### config.mk
export PLATFORM = sky130hd
export DESIGN_NAME = instruction_sequencer
export DESIGN_NICKNAME = d
export VERILOG_FILES = /design/src/rtl/instruction_sequencer.sv
export SDC_FILE = /design/constraint.sdc
export NUM_CORES = 1
export LEC_CHECK = 0
export ABC_AREA = 1
export CAP_MARGIN = 0
export CORE_MARGIN = 10
export CORE_UTILIZATION = 51
export DETAILED_ROUTE_END_ITERATION = 10
export PLACE_DENSITY = 0.8
export SYNTH_ARGS = -nofsm -noshare
export SYNTH_HDL_FRONTEND = slang
export SYNTH_SLANG_ARGS = --single-unit
### constraint.sdc
create_clock -name clk -period 2.1 [get_ports clk]
set_input_delay 0.315 -clock clk [delete_from_list [all_inputs] [get_ports clk]]
set_output_delay 0.315 -clock clk [all_outputs]
set_load 0.1 [all_outputs]
### src/rtl/instruction_sequencer.sv
// instruction_sequencer
//   Program-counter-driven sequencer. It fetches 16-bit instructions from a
//   synchronous ROM, decodes them, and drives the systolic-array strobes for
//   the correct number of cycles together with the matching memory address.
//
// Ports
//   clk          : rising-edge clock
//   reset        : synchronous, active-high reset
//   start        : begin execution at pc=0 (sampled only in IDLE)
//   hold         : stalls EXEC; strobes low, row counter frozen
//   imem_addr    : instruction ROM address (current pc)
//   imem_data    : ROM read data, valid one cycle after imem_addr
//   base_address : current base address register
//   mem_addr     : base_address + row counter, modulo 2^13
//   load_weight  : weight-row strobe
//   load_input   : activation-row strobe
//   valid        : compute enable to the array
//   busy         : high in every state except IDLE
//   done         : one-cycle pulse on program end
//   error        : sticky illegal-opcode flag, cleared by an accepted start
module instruction_sequencer #(
  parameter int ARRAY_N        = 2,
  parameter int COMPUTE_CYCLES = 4,
  parameter int PC_W           = 8
) (
  input  logic            clk,
  input  logic            reset,
  input  logic            start,
  input  logic            hold,
  output logic [PC_W-1:0] imem_addr,
  input  logic [15:0]     imem_data,
  output logic [12:0]     base_address,
  output logic [12:0]     mem_addr,
  output logic            load_weight,
  output logic            load_input,
  output logic            valid,
  output logic            busy,
  output logic            done,
  output logic            error
);

  localparam int CNT_W = 16;

  localparam logic [2:0] OP_NOP       = 3'b000;
  localparam logic [2:0] OP_LOAD_ADDR = 3'b001;
  localparam logic [2:0] OP_LOAD_W    = 3'b010;
  localparam logic [2:0] OP_LOAD_I    = 3'b011;
  localparam logic [2:0] OP_COMPUTE   = 3'b100;
  localparam logic [2:0] OP_HALT      = 3'b111;

  typedef enum logic [1:0] {
    ST_IDLE   = 2'd0,
    ST_FETCH  = 2'd1,
    ST_DECODE = 2'd2,
    ST_EXEC   = 2'd3
  } state_t;

  state_t            state_r, state_s;
  logic [PC_W-1:0]   pc_r, pc_s;
  logic [CNT_W-1:0]  cnt_r, cnt_s, term_s;
  logic [2:0]        opcode_r, opcode_s, dec_op_s;
  logic [12:0]       base_r, base_s;
  logic              done_r, done_s;
  logic              error_r, error_s;
  logic              exec_act_s;

  assign dec_op_s   = imem_data[15:13];
  // Last count value of the multi-cycle instruction currently in EXEC.
  assign term_s     = (opcode_r == OP_COMPUTE) ? CNT_W'(COMPUTE_CYCLES - 1)
                                               : CNT_W'(ARRAY_N - 1);
  assign exec_act_s = (state_r == ST_EXEC) && !hold;

  // The ROM address is the pc itself, so the word is ready in DECODE.
  assign imem_addr    = pc_r;
  assign base_address = base_r;
  assign mem_addr     = base_r + cnt_r[12:0];
  // Strobes depend on hold in the same cycle so a stall drops them at once.
  assign load_weight  = exec_act_s && (opcode_r == OP_LOAD_W);
  assign load_input   = exec_act_s && (opcode_r == OP_LOAD_I);
  assign valid        = exec_act_s && (opcode_r == OP_COMPUTE);
  assign busy         = (state_r != ST_IDLE);
  assign done         = done_r;
  assign error        = error_r;

  // Next-state and next-register-value logic for the sequencer FSM.
  always_comb begin
    state_s  = state_r;
    pc_s     = pc_r;
    cnt_s    = cnt_r;
    opcode_s = opcode_r;
    base_s   = base_r;
    done_s   = 1'b0;
    error_s  = error_r;
    case (state_r)
      ST_IDLE: begin
        if (start) begin
          state_s = ST_FETCH;
          pc_s    = {PC_W{1'b0}};
          error_s = 1'b0;
        end else begin
          state_s = ST_IDLE;
        end
      end
      ST_FETCH: begin
        state_s = ST_DECODE;
      end
      ST_DECODE: begin
        case (dec_op_s)
          OP_NOP: begin
            state_s = ST_FETCH;
            pc_s    = pc_r + PC_W'(1);
          end
          OP_LOAD_ADDR: begin
            base_s  = imem_data[12:0];
            state_s = ST_FETCH;
            pc_s    = pc_r + PC_W'(1);
          end
          OP_LOAD_W, OP_LOAD_I, OP_COMPUTE: begin
            opcode_s = dec_op_s;
            cnt_s    = {CNT_W{1'b0}};
            state_s  = ST_EXEC;
          end
          OP_HALT: begin
            state_s = ST_IDLE;
            done_s  = 1'b1;
          end
          default: begin
            // Illegal opcode: flag it and end the program like a HALT.
            error_s = 1'b1;
            state_s = ST_IDLE;
            done_s  = 1'b1;
          end
        endcase
      end
      ST_EXEC: begin
        if (hold) begin
          state_s = ST_EXEC;
        end else if (cnt_r == term_s) begin
          state_s = ST_FETCH;
          pc_s    = pc_r + PC_W'(1);
          cnt_s   = {CNT_W{1'b0}};
        end else begin
          cnt_s   = cnt_r + CNT_W'(1);
        end
      end
      default: begin
        state_s = ST_IDLE;
      end
    endcase
  end

  // State and datapath registers with synchronous reset.
  always_ff @(posedge clk) begin
    if (reset) begin
      state_r  <= ST_IDLE;
      pc_r     <= {PC_W{1'b0}};
      cnt_r    <= {CNT_W{1'b0}};
      opcode_r <= OP_NOP;
      base_r   <= 13'h0000;
      done_r   <= 1'b0;
      error_r  <= 1'b0;
    end else begin
      state_r  <= state_s;
      pc_r     <= pc_s;
      cnt_r    <= cnt_s;
      opcode_r <= opcode_s;
      base_r   <= base_s;
      done_r   <= done_s;
      error_r  <= error_s;
    end
  end

endmodule

After elaboration in Yosys (flattened, before gate mapping)
Index checks and enable logic that the tools add are counted.
- register bits after elaboration: 44
- input port bits: 20
- output and inout port bits: 40
- logic and storage cells: 70
- add/subtract/negate cells: 3
- equality and inequality tests: 19
- mux-type cells: 19
- bitwise operators: 1
- reduce and logical (&&, ||, !) cells: 21
- operators by type and width (operator ; number):
    16-bit 2-to-1 mux ; 3
    8-bit 2-to-1 mux ; 4
    16-bit one-hot mux with 2 select lines ; 1
    8-bit one-hot mux with 3 select lines ; 1
    16-bit by 1-bit adder with 16-bit output, second input constant ; 1
    16-bit by 2-bit equality test with 1-bit output ; 1
    13-bit adder ; 1
    3-bit by 2-bit equality test with 1-bit output, second input constant ; 4
    2-bit != test, second input constant ; 5
    3-bit equality test, second input constant ; 3
    8-bit by 1-bit adder with 8-bit output, second input constant ; 1
    2-bit one-hot mux with 4 select lines ; 1
    2-bit 2-to-1 mux ; 3
    3-bit AND reduction ; 2
    2-bit nonzero test ; 3
    6-bit OR reduction ; 1
    5-bit AND reduction ; 1
    5-bit OR reduction ; 1
    2-bit equality test, second input constant ; 2
    1-bit logical AND ; 4
    1-bit 2-to-1 mux ; 4
    2-bit one-hot mux with 2 select lines ; 1
    2-bit AND reduction ; 2
    2-bit OR reduction ; 2
    other kinds (11) ; 11

Depth between registers and ports, before layout
- depth after elaboration: 6
- gate-level depth with buffers: 10

Worst setup path after synthesis
OpenSTA, ideal clock, no wires.
- kind: register to output
- start: reg state_r[1]
- end: out load_weight
- arrival time: 3460 ps
- data required time: 1785 ps
- path slack: -1675 ps
- cell stages (with the launch flop): 5
- cells stage by stage: dfxtp_1 > nand2_1 > inv_2 > nand2_1 > nor4_1
- word-level cells in the longest chain between the ends: 3
- ends and longest elaborated chain (what ; RTL line ; source):
    start: declaration ; 58 ; state_t state_r, state_s;
    start signal: assignment ; 163 ; state_r <= state_s;
    2-bit equality test ; 71 ; assign exec_act_s = (state_r == ST_EXEC) && !hold;
    1-bit logical AND ; 71 ;
    1-bit logical AND ; 78 ; assign load_weight = exec_act_s && (opcode_r == OP_LOAD_W);
    end: declaration ; 34 ; output logic load_weight,
Every way passes these cells.

Final worst setup path
- start: reg base_r[0] (netlist: base_address[0])
- end: out mem_addr[6]
- word-level cells in the longest chain between the ends: 1
- ends and longest elaborated chain (what ; RTL line ; source):
    start: declaration ; 62 ; logic [12:0] base_r, base_s;
    start signal: assignment ; 167 ; base_r <= base_s;
    13-bit adder ; 76 ; assign mem_addr = base_r + cnt_r[12:0];
    end: declaration ; 33 ; output logic [12:0] mem_addr,
Every way passes these cells.

==> results list <==
- Initial core utilization: a little over half
- Cell count after placement: 570
- Clock-pin slew reported for the worst setup and hold paths after clock tree synthesis: approximately 90 ps
- Clock network fraction of total power: a little under a third
- The analysis attributes to cell leakage a power of between 1.5 and 2 nW.
- The first detailed-routing pass ran for 5 iterations.
- OpenSTA, run right after detailed placement, puts the worst setup slack at 40.66 ps.
- The worst-case IR drop observed on VDD is around 350 µV.
- Setup repair after global routing could not meet its margin everywhere.
- Remaining max-slew budget at the tightest pin: 69.66%
* Top-area cell type share of the netlist area: between 30% and 40%
- The internal power of the cells totals between 1 and 1.5 mW.
* Die Outline Area: 0.008870 mm²
* Hold Crit Class: reg2reg
* Area of the core: between 0.005 and 0.006 mm²
- The most used flip-flop cell after synthesis is dfxtp_1.
- From bottom edge to top edge, the die measures between 90 and 100 µm.
* Final worst path period share: 112.4%
- The number of nets handed over by synthesis was around 470.
* Most numerous cell types in the synthesized netlist: nand2_1, nor2_1, dfxtp_1, a21oi_1, inv_1
* Fillcell total: ~330
* Largest net degree at the start of global routing: 18
- Across all register-to-register paths, the minimum setup slack is 230 ps.
- Violated checks: setup timing
- Dividing the detail-routed via count by the number of cells gives approximately 5.4.
- Fraction of layout cells with a size suffix above 1: a little under a third
- Max-cap violations in this run came to 0.
* Worst hold margin: about 480 ps
- Pin slew with the least headroom to its limit: around 450 ps
- CTS H-tree lvls: 2
* DPL Wire Length: roughly 6700 µm
* Kind of end point of the critical path: output port
* Achievable frequency: approximately 0.42 GHz
* Antenna violations before repair: 0
* Final Slew Violations: 0
- Number of flops mapped to enable cells by yosys: 0
* Clock skew after layout: between 6 and 7 ps
- Area used by multi-input combinational logic: 0.002112 mm²
- The number of global-route vias before repair is about 3200.
- Once placement finished, the instance area stood at between 0.004 and 0.005 mm².
- The clock passes through at most 2 buffers.
- At the end of routability-driven placement, the weighted congestion stood at approximately 1.0.
- After detailed routing, the average wire length per cell comes to 14.87 µm.
- Overall routed net length: just under 9000 µm
- I/O pin total: 60
- Reported net switching power: 0.5662 mW
- The die is around 94 µm wide.
* Post-synthesis cell count: ~430
- The number of clock buffers added by TritonCTS is 5.
* Status: finished, violations left
* Distinct cell type count of the synthesized netlist: 31
* Area Growth Syn to Fin: 53.81%
- TritonCTS built the clock tree.
* Cell depth of the worst min-delay path: 2
- The worst hold path begins at error.
- Setup violations remaining at the end of the flow were counted as 9.
* Sequential cell area: about 930 µm²
* Worst Reg-to-Reg Cells: 10
- CP Data Required Time: 1780 ps
- Total number of vias: ~3200
- For this run the aggregate overflow at the end of global routing stands at 0.
* Largest cells by area after synthesis: dfxtp_1, nand2_1, nor2_1
* Port bufs: around 60
- Counting I/O delays and the setup requirement, the final critical path takes around 2400 ps.
- Of all flip-flops after synthesis, the portion carrying an async set or reset was 0%.
- Worst hold path endpoint: error
* Number of DRC violations after detailed-routing iteration 0: roughly 230
- nand2_1 is the most common cell in the netlist.
- For this run, the share of the core covered by cells in the final layout is around 82%.
- Comb pwr share: between 10% and 20%
- Number of storage elements in the synthesis netlist: 44
* Part of the total power dissipated in sequential elements: 48.4%
- CTS root buf: clkbuf_8
* Final Net Count: 555
- Once layout is done, the placed cells without fillers occupy 0.004317 mm².
* Syn Area/Cell: 6.481 µm²
- In this run the critical register-to-register path is launched from cnt_r[0].
* Global-route usage over all layers: roughly 20%
* Clock latency of the later-clocked register in the worst-skew pair: approximately 300 ps
- Sinks on Clock Net: 44
- Maximum net fanout on the critical path: 3
- The first global-routing pass estimated approximately 15000 µm of wire.
- Critical setup path kind: reg2out
- The final hold violation count is 0.
* Power density relative to cell area: 412.6 mW/mm²
- Of all cell types, the one taking the most synthesized area is dfxtp_1.
* CP arrival: between 2000 and 2500 ps
* Residual DRC: 0
- CP startpoint kind: flop
- Final WS setup: -259.4 ps
- In this run the remaining antenna-violating nets after routing total 0.
* # rows: 26
- Post-synthesis instance area: 0.002806 mm²
- Final antenna diode count: 0
- Of the total power, the share spent switching nets is 31.79%.
* Post-synthesis sequential area ratio: 31.39%
- Excluding fillers, the count of instances in the completed layout stands at between 500 and 600.
- Worst reg2reg endpoint: imem_addr[2]
- During synthesis, Yosys emitted a total of 0 warnings.
[sequential cells by signal, indices dropped and copies added, names as in the netlist]
| signal | count |
|---|---|
| base_address | 13 |
| imem_addr | 8 |
| error | 1 |
| cnt_r | 16 |
| done | 1 |
| state_r | 2 |
| opcode_r | 3 |
[through the flow]
| stage | power (mW) | setup TNS [ps] |
|---|---|---|
| after floorplan | 1.118 | -897.1 |
| final | 1.781 | -1638 |
| after global placement | 1.222 | 0 |
| after global routing | 1.840 | -2420 |
| after CTS | 1.785 | -1429 |
| after detailed placement | 1.227 | 0 |
[routing by layer]
layer | track usage (%) | routed length (µm) | share of wire (%) | up-vias
li1 | - | - | - | 1596
met1 | 23.42 | 3684 | 42 | 1477
met2 | 34.73 | 4411 | 50 | 118
met3 | 4.317 | 513 | 5.8 | 17
met4 | 6.582 | 177 | 2.0 | 0
met5 | 0 | 0 | 0 | -
[logic make-up (layout without fill, tap and decap cells)]
logic type | Yosys count | count (layout) | share of synthesized area, %
AO/OA/AOI/OAI | 68 | 68 | 12.57
adder cells (fa/ha/maj) | 15 | 15 | 6.955
buffers and inverters | 52 | 140 | 7.490
flip-flops | 44 | 44 | 31.39
AND/OR/NAND/NOR | 244 | 244 | 38.48
XOR/XNOR | 10 | 10 | 3.121
[area by class of cell]
cell class                 count  area share, %
clock inverter                 2         0.2319
timing repair buffer          90          21.77
inverter                      42          3.652
sequential                    44          21.48
clock buffer                   6          1.913
tap                           70          2.029
multi-input combinational    337          48.93
[power groups by stage]
stage | clock (mW) | combinational, mW | sequential [mW]
finish | 0.565 | 0.354 | 0.862
global placement | 0 | 0.342 | 0.880
CTS | 0.571 | 0.353 | 0.861
global route | 0.601 | 0.373 | 0.865
floorplan | 0 | 0.171 | 0.947
detailed placement | 0 | 0.347 | 0.881
[worst max-delay path: stages, from the launching register on]
cell and delay [ps]:
dfxtp_4 370, ha_4 160, fa_2 340, nand3_2 90
nand3_4 90, nand2_1 100, nand2_2 70, a21oi_4 180
xnor2_4 150, buf_12 190
[cells in the final DEF (no fill, tap or decap), types with 2 or more instances in the layout]
| cell type | n |
|---|---|
| xnor2_4 | 2 |
| nor3_4 | 2 |
| nor2_1 | 65 |
| a21oi_4 | 3 |
| dfxtp_1 | 25 |
| xor2_1 | 2 |
| nand2_8 | 2 |
| xor2_4 | 5 |
| nand2_4 | 3 |
| nand3_2 | 6 |
| dfxtp_2 | 10 |
| nand2_2 | 18 |
| nor3_1 | 5 |
| nand3_1 | 28 |
| ha_1 | 8 |
| buf_12 | 17 |
| a21oi_1 | 31 |
| o21bai_1 | 3 |
| nand4_1 | 15 |
| buf_4 | 53 |
| inv_1 | 36 |
| dfxtp_4 | 9 |
| clkdlybuf4s50_1 | 19 |
| nand2_1 | 90 |
| a21oi_2 | 2 |
| clkinv_2 | 2 |
| ha_4 | 6 |
| nor3_2 | 3 |
| inv_2 | 6 |
| o21ai_1 | 7 |
| o21ai_0 | 20 |
| clkbuf_8 | 6 |
[how the worst max path moves through the flow]
stage / start / end / slack (ps) / cells after the start
6_report: base_address[0] / mem_addr[6] / -260 / 9
2_1_floorplan: base_address[0] / mem_addr[6] / -210 / 8
5_1_grt: base_address[0] / mem_addr[6] / -320 / 9
4_1_cts: base_address[0] / mem_addr[12] / -240 / 10
3_3_place_gp: cnt_r[8] / mem_addr[11] / 120 / 10
3_5_place_dp: cnt_r[0] / mem_addr[12] / 40 / 10
[timing repair]
| item | 4_1_cts | 5_1_grt |
|---|---|---|
| hold endpoints to repair | 0 | 0 |
| gates resized for setup | 16 | 5 |
| gates cloned | 0 | 0 |
| pin swaps | 16 | 4 |
| endpoints found under the setup margin | 9 | 14 |
| hold buffers | 0 | 0 |
| setup buffers | 13 | 1 |
(Power assumes the default switching activity.)
